===== src/rtl/sum_stage_gray_if.sv =====
// ============================================================================
// Module   : sum_stage_gray_if
// Brief    : Operand/result handshake bundle for the sum_stage_gray adder stage.
// Revision : 1.0 - initial release
// ============================================================================
`default_nettype none

interface sum_stage_gray_if #(
  parameter int WIDTH = 8
);
  logic             clr;
  logic             in_valid;
  logic             in_ready;
  logic [WIDTH-1:0] a;
  logic [WIDTH-1:0] b;
  logic [WIDTH-1:0] y;
  logic             carry;
  logic             y_valid;
  logic             y_ready;
  logic [2:0]       state_oh;
  logic [WIDTH-1:0] gray_cnt;

  // master: operand source / result sink side; slave: the adder stage
  modport master (
    output clr, in_valid, a, b, y_ready,
    input  in_ready, y, carry, y_valid, state_oh, gray_cnt
  );

  modport slave (
    input  clr, in_valid, a, b, y_ready,
    output in_ready, y, carry, y_valid, state_oh, gray_cnt
  );
endinterface

`default_nettype wire


===== src/rtl/sum_stage_gray.sv =====
// ============================================================================
// Module   : sum_stage_gray
// Brief    : Registered adder stage with valid/ready, one-hot FSM, Gray counter.
// Revision : 1.0 - initial release
// ============================================================================
`default_nettype none

module sum_stage_gray #(
  parameter int WIDTH = 8
) (
  input  wire logic          clk,
  input  wire logic          rst,
  sum_stage_gray_if.slave    bus
);

  typedef enum logic [2:0] {
    ST_IDLE  = 3'b001,
    ST_VALID = 3'b010,
    ST_STALL = 3'b100
  } state_t;

  state_t           r_state;
  logic [WIDTH-1:0] r_y;
  logic             r_carry;
  logic             r_y_valid;
  logic [WIDTH-1:0] r_bin;
  logic [WIDTH-1:0] r_gray;

  logic             w_in_ready;
  logic             w_acc;
  logic             w_xfer;
  logic [WIDTH:0]   w_sum;
  logic [WIDTH-1:0] w_bin_next;

  // in_ready is forced low during reset so nothing is accepted mid-reset
  assign w_in_ready = !rst && (!r_y_valid || bus.y_ready);
  assign w_acc      = bus.in_valid && w_in_ready;
  assign w_xfer     = r_y_valid && bus.y_ready;
  assign w_sum      = {1'b0, bus.a} + {1'b0, bus.b};
  assign w_bin_next = r_bin + WIDTH'(1);

  always_ff @(posedge clk or posedge rst) begin
    if (rst) begin
      r_state   <= ST_IDLE;
      r_y       <= '0;
      r_carry   <= 1'b0;
      r_y_valid <= 1'b0;
      r_bin     <= '0;
      r_gray    <= '0;
    end else if (bus.clr) begin
      r_state   <= ST_IDLE;
      r_y       <= '0;
      r_carry   <= 1'b0;
      r_y_valid <= 1'b0;
      r_bin     <= '0;
      r_gray    <= '0;
    end else begin
      if (w_acc) begin
        {r_carry, r_y} <= w_sum;
        r_y_valid      <= 1'b1;
        r_state        <= ST_VALID;
      end else if (w_xfer) begin
        r_y_valid      <= 1'b0;
        r_state        <= ST_IDLE;
      end else if (r_y_valid) begin
        r_state        <= ST_STALL;
      end else begin
        r_state        <= ST_IDLE;
      end

      // Gray code is registered from the next binary value so it stays glitch-free
      if (w_xfer) begin
        r_bin  <= w_bin_next;
        r_gray <= w_bin_next ^ (w_bin_next >> 1);
      end
    end
  end

  assign bus.in_ready = w_in_ready;
  assign bus.y        = r_y;
  assign bus.carry    = r_carry;
  assign bus.y_valid  = r_y_valid;
  assign bus.state_oh = r_state;
  assign bus.gray_cnt = r_gray;

endmodule

`default_nettype wire


===== src/flat_wrapper.sv =====
// flat-port wrapper written by rule: the top's interface ports become plain ports
module sum_stage_gray_flat 
#(
  parameter int WIDTH = 8
)
  (clk, rst, bus_clr, bus_in_valid, bus_a, bus_b, bus_y_ready, bus_in_ready, bus_y, bus_carry, bus_y_valid, bus_state_oh, bus_gray_cnt);
  sum_stage_gray_if #(.WIDTH(WIDTH)) bus_i ();
  input  wire logic clk;
  input  wire logic rst;
  input wire logic [$bits(bus_i.clr)-1:0] bus_clr;
  input wire logic [$bits(bus_i.in_valid)-1:0] bus_in_valid;
  input wire logic [$bits(bus_i.a)-1:0] bus_a;
  input wire logic [$bits(bus_i.b)-1:0] bus_b;
  input wire logic [$bits(bus_i.y_ready)-1:0] bus_y_ready;
  output wire logic [$bits(bus_i.in_ready)-1:0] bus_in_ready;
  output wire logic [$bits(bus_i.y)-1:0] bus_y;
  output wire logic [$bits(bus_i.carry)-1:0] bus_carry;
  output wire logic [$bits(bus_i.y_valid)-1:0] bus_y_valid;
  output wire logic [$bits(bus_i.state_oh)-1:0] bus_state_oh;
  output wire logic [$bits(bus_i.gray_cnt)-1:0] bus_gray_cnt;
  assign bus_i.clr = bus_clr;
  assign bus_i.in_valid = bus_in_valid;
  assign bus_i.a = bus_a;
  assign bus_i.b = bus_b;
  assign bus_i.y_ready = bus_y_ready;
  assign bus_in_ready = bus_i.in_ready;
  assign bus_y = bus_i.y;
  assign bus_carry = bus_i.carry;
  assign bus_y_valid = bus_i.y_valid;
  assign bus_state_oh = bus_i.state_oh;
  assign bus_gray_cnt = bus_i.gray_cnt;
  sum_stage_gray #(.WIDTH(WIDTH)) u_core (.clk(clk), .rst(rst), .bus(bus_i));
endmodule

===== config.mk =====
export PLATFORM = sky130hd
export DESIGN_NAME = sum_stage_gray_flat
export DESIGN_NICKNAME = d
export VERILOG_FILES = /design/src/rtl/sum_stage_gray_if.sv /design/src/rtl/sum_stage_gray.sv /design/src/flat_wrapper.sv
export SDC_FILE = /design/constraint.sdc
export NUM_CORES = 1
export LEC_CHECK = 0
export ABC_AREA = 0
export BUFFER_PORTS_ARGS = -buffer_cell sky130_fd_sc_hd__buf_2
export CORE_MARGIN = 4
export CORE_UTILIZATION = 51
export CTS_CLUSTER_DIAMETER = 30
export DETAILED_ROUTE_END_ITERATION = 12
export GPL_ROUTABILITY_DRIVEN = 0
export GPL_TIMING_DRIVEN = 0
export PLACE_DENSITY = 0.85
export SLEW_MARGIN = 20
export SYNTH_ARGS = -nofsm -noshare
export SYNTH_HDL_FRONTEND = slang
export SYNTH_SLANG_ARGS = --single-unit

===== constraint.sdc =====
create_clock -name clk -period 2.3 [get_ports clk]
set_clock_uncertainty 0.05 [all_clocks]
set_input_delay 0.115 -clock clk [delete_from_list [all_inputs] [get_ports clk]]
set_output_delay 0.115 -clock clk [all_outputs]
set_load 0.01 [all_outputs]

==> metrics.md <==
| Metric | Value |
|---|---|
| Status | `complete, no violations` |
| PwrDens | `approximately 500 nW/um^2` |
| Longest Clk Path Bufs | `2` |
| Unrepaired setup endpoints after global routing | `no` |
| Setup TNS | `0 ns` |
| RR Startpoint | `u_core.r_bin[0]` |
| Post-synthesis sequential area ratio | `40.9%` |
| Multi-input gate area | `937 sq um` |
| CTS clk-pin slew, worst paths | `0.15 ns` |
| CP Class | `reg2reg` |
| Syn. warnings | `0` |
| Vias post-DR | `1518` |
| Register area | `~700 sq um` |
| Syn nets | `~210` |
| Post CTS Setup Buffer Count | `0` |
| Total CTS buffers | `3` |
| Global-route wire length before repair | `5.81 mm` |
| Worst EP required | `2.51 ns` |
| Core area | `3130 sq um` |
| Period utilization | `82.3%` |
| Initial antenna violation count | `0` |
| Hold Path End | `u_core.bus.y[0]` |
| Final setup fails | `0` |
| Maxcap violations | `0` |
| Hold depth | `3` |
| Flops & latches, synth | `28` |
| Layout area overhead | `19.4%` |
| Fillers | `260` |
| CTS sink cnt | `28` |
| Post-route ant nets | `0` |
| Hold Vio Cnt, Final | `0` |
| Worst-path maximum fanout | `9` |
| WL/cell | `around 14 um` |
| LEAKAGE | `0.999 nW` |
| Die ar. | `4360 sq um` |
| Total grt overflow | `0` |
| Post-DP HPWL | `2.79 mm` |
| Post-synth EDFFs | `0` |
| Hold path startpoint | `bus_a[0]` |
| Drt total wl | `3.78 mm` |
| Mapped Avg Cell Area | `between 9 and 10 sq um` |
| GRT Resource Usage Total | `roughly 17%` |
| Hold WC Path Type | `in2reg` |
| Ant. Diodes | `0` |
| Share of layout cells above drive strength 1 | `26.8%` |
| Root Driver | `clkbuf_4` |
| Die height | `66.0 um` |
| Placed cell count | `266` |
| Vias in the first global route | `1295` |
| Reg2reg path depth | `6` |
| Commonest register cell after synthesis | `dfrtp_1` |
| Later-pin clock latency in the skew report | `0.34 ns` |
| Resized Gates After CTS | `0` |
| Iteration count of the initial detailed-routing pass | `4` |
| Row cnt | `20` |
| DRC | `0` |
| Vias/cell | `5.58` |
| Nets | `260` |
| Post-synth ARST share | `100%` |
| Flop2flop setup slack | `approximately 0.4 ns` |
| Netlist cell types | `52` |
| CP startpoint kind | `register` |
| Initial core utilization | `a little over half` |
| Starting DRC count in detailed routing | `80` |
| RR Endpoint | `u_core.bus.gray_cnt[2]` |
| Die W | `66.0 um` |
| Period minus WS final | `1.89 ns` |
| Layout Cells excl Fill | `272` |
| Worst Max-Slew Pin Slew | `0.584 ns` |
| Arr. time, crit path | `2.10 ns` |
| Setup crit end kind | `register` |
| CTS tree | `built` |
| Largest net degree at the start of global routing | `29` |
| Max frequency | `between 500 and 600 MHz` |
| Post-Syn Area | `1720 sq um` |
| Top Ports | `43` |
| Peak supply drop | `0.000250 V` |
| Fin. max-slew vios | `0` |
| Synthesized netlist cell count | `181` |
| Port bufs | `41` |
| Normalized max-slew margin | `61.0%` |
| Clock H-tree levels | `1` |
## metal layers
metal / GRT usage [%] / routed length, um
met3: 1.53 / 218
met1: 24.0 / 1770
met5: 0 / 0
met4: 8.63 / 63
met2: 26.9 / 1720
## state kept, by name (all words and copies together) (netlist names)
register / cells
u_core.bus.y: 8
u_core.r_bin: 8
u_core.bus.gray_cnt: 7
u_core.bus.state_oh: 3
u_core.bus.carry: 1
u_core.bus.y_valid: 1
## power by group
part / internal [mW] / switching, mW / total (mW)
sequential: 0.511 / 0.0113 / 0.522
clock: 0.176 / 0.154 / 0.331
combinational: 0.0775 / 0.102 / 0.180
## cell families after synthesis
| kind of cell | count (synthesis) | share of synthesized area, % |
|---|---|---|
| buffers and inverters | 18 | 4.52 |
| DFF | 28 | 40.9 |
| muxes | 2 | 1.24 |
| AOI/OAI and AO/OA | 44 | 18.1 |
| adders and majority gates | 10 | 7.73 |
| xor gates and xnor gates | 14 | 7.14 |
| and+or+nand+nor | 65 | 20.3 |
## worst max-delay path, cell delays in order (launching register included)
cell,delay (ns)
dfrtp_1,0.51
ha_1,0.19
clkbuf_1,0.29
xor2_1,0.28
xnor2_1,0.17
xnor2_1,0.09
a211oi_1,0.24
## area by class of cell
cell class,instances,area share (%)
multi-input cells,135,45.7
flip-flops and latches,28,34.2
repair buffers,43,11.0
well taps,44,2.69
plain buffers,11,2.50
clock inverters,1,1.47
inverters,7,1.28
clock buffers,3,1.10
## per-stage QoR
step / instance area [sq um] / total power [mW] / util (%) / hold slack (ns) / setup WS, ns
CTS: 2040 / 1.04 / 65.2 / 0.00477 / 0.395
detailed placement: 1980 / 0.708 / 63.2 / 0.350 / 0.436
global route: 2050 / 1.08 / 65.5 / 0.0615 / 0.265
global placement: 1980 / 0.704 / 63.2 / 0.354 / 0.440
finish: 2050 / 1.03 / 65.5 / 0.0587 / 0.407
floorplan: 1720 / 0.644 / - / 0.130 / 0.632
## timing repair
item                                    4_1_cts  5_1_grt
endpoints found under the setup margin        0        0
hold buffers                                  1        1
hold endpoints to repair                      2       27
## Yosys cell counts (3+ instances only)
library cell | number | area share (%)
a211oi_1 | 4 | 1.7
a21oi_1 | 5 | 1.5
a31oi_1 | 4 | 1.5
and2_1 | 3 | 1.1
buf_2 | 5 | 1.5
clkbuf_1 | 5 | 1.1
dfrtp_1 | 27 | 39
ha_1 | 9 | 6.6
inv_1 | 6 | 1.3
nand2_1 | 14 | 3.1
nand3_1 | 12 | 3.5
nand4_1 | 3 | 1.1
nor2_1 | 11 | 2.4
nor4_1 | 4 | 1.5
o21ai_0 | 9 | 2.6
xnor2_1 | 10 | 5.1
xor2_1 | 4 | 2.0
## how the worst max path moves through the flow
stage,startpoint,end,cells past startpoint
after floorplan,u_core.r_bin[0],u_core.bus.gray_cnt[2],6
after CTS,u_core.r_bin[0],u_core.bus.gray_cnt[2],6
after global routing,u_core.r_bin[0],u_core.bus.gray_cnt[2],6
after global placement,u_core.r_bin[0],u_core.bus.gray_cnt[2],6
after detailed placement,bus_b[0],u_core.bus.y[6],7
final,u_core.r_bin[0],u_core.bus.gray_cnt[2],6
## layout by cell type, fill, tap and decap left out, drive strengths merged, types with 4 or more instances in the layout
| cell type | n |
|---|---|
| ha | 9 |
| nor2 | 11 |
| a211oi | 4 |
| dfrtp | 27 |
| nand2 | 14 |
| a31oi | 4 |
| inv | 7 |
| xnor2 | 10 |
| o21ai | 9 |
| nor4 | 4 |
| buf | 47 |
| and2 | 4 |
| a21oi | 6 |
| nand3 | 13 |
| xor2 | 4 |
| clkbuf | 8 |
(Power assumes the default switching activity.)
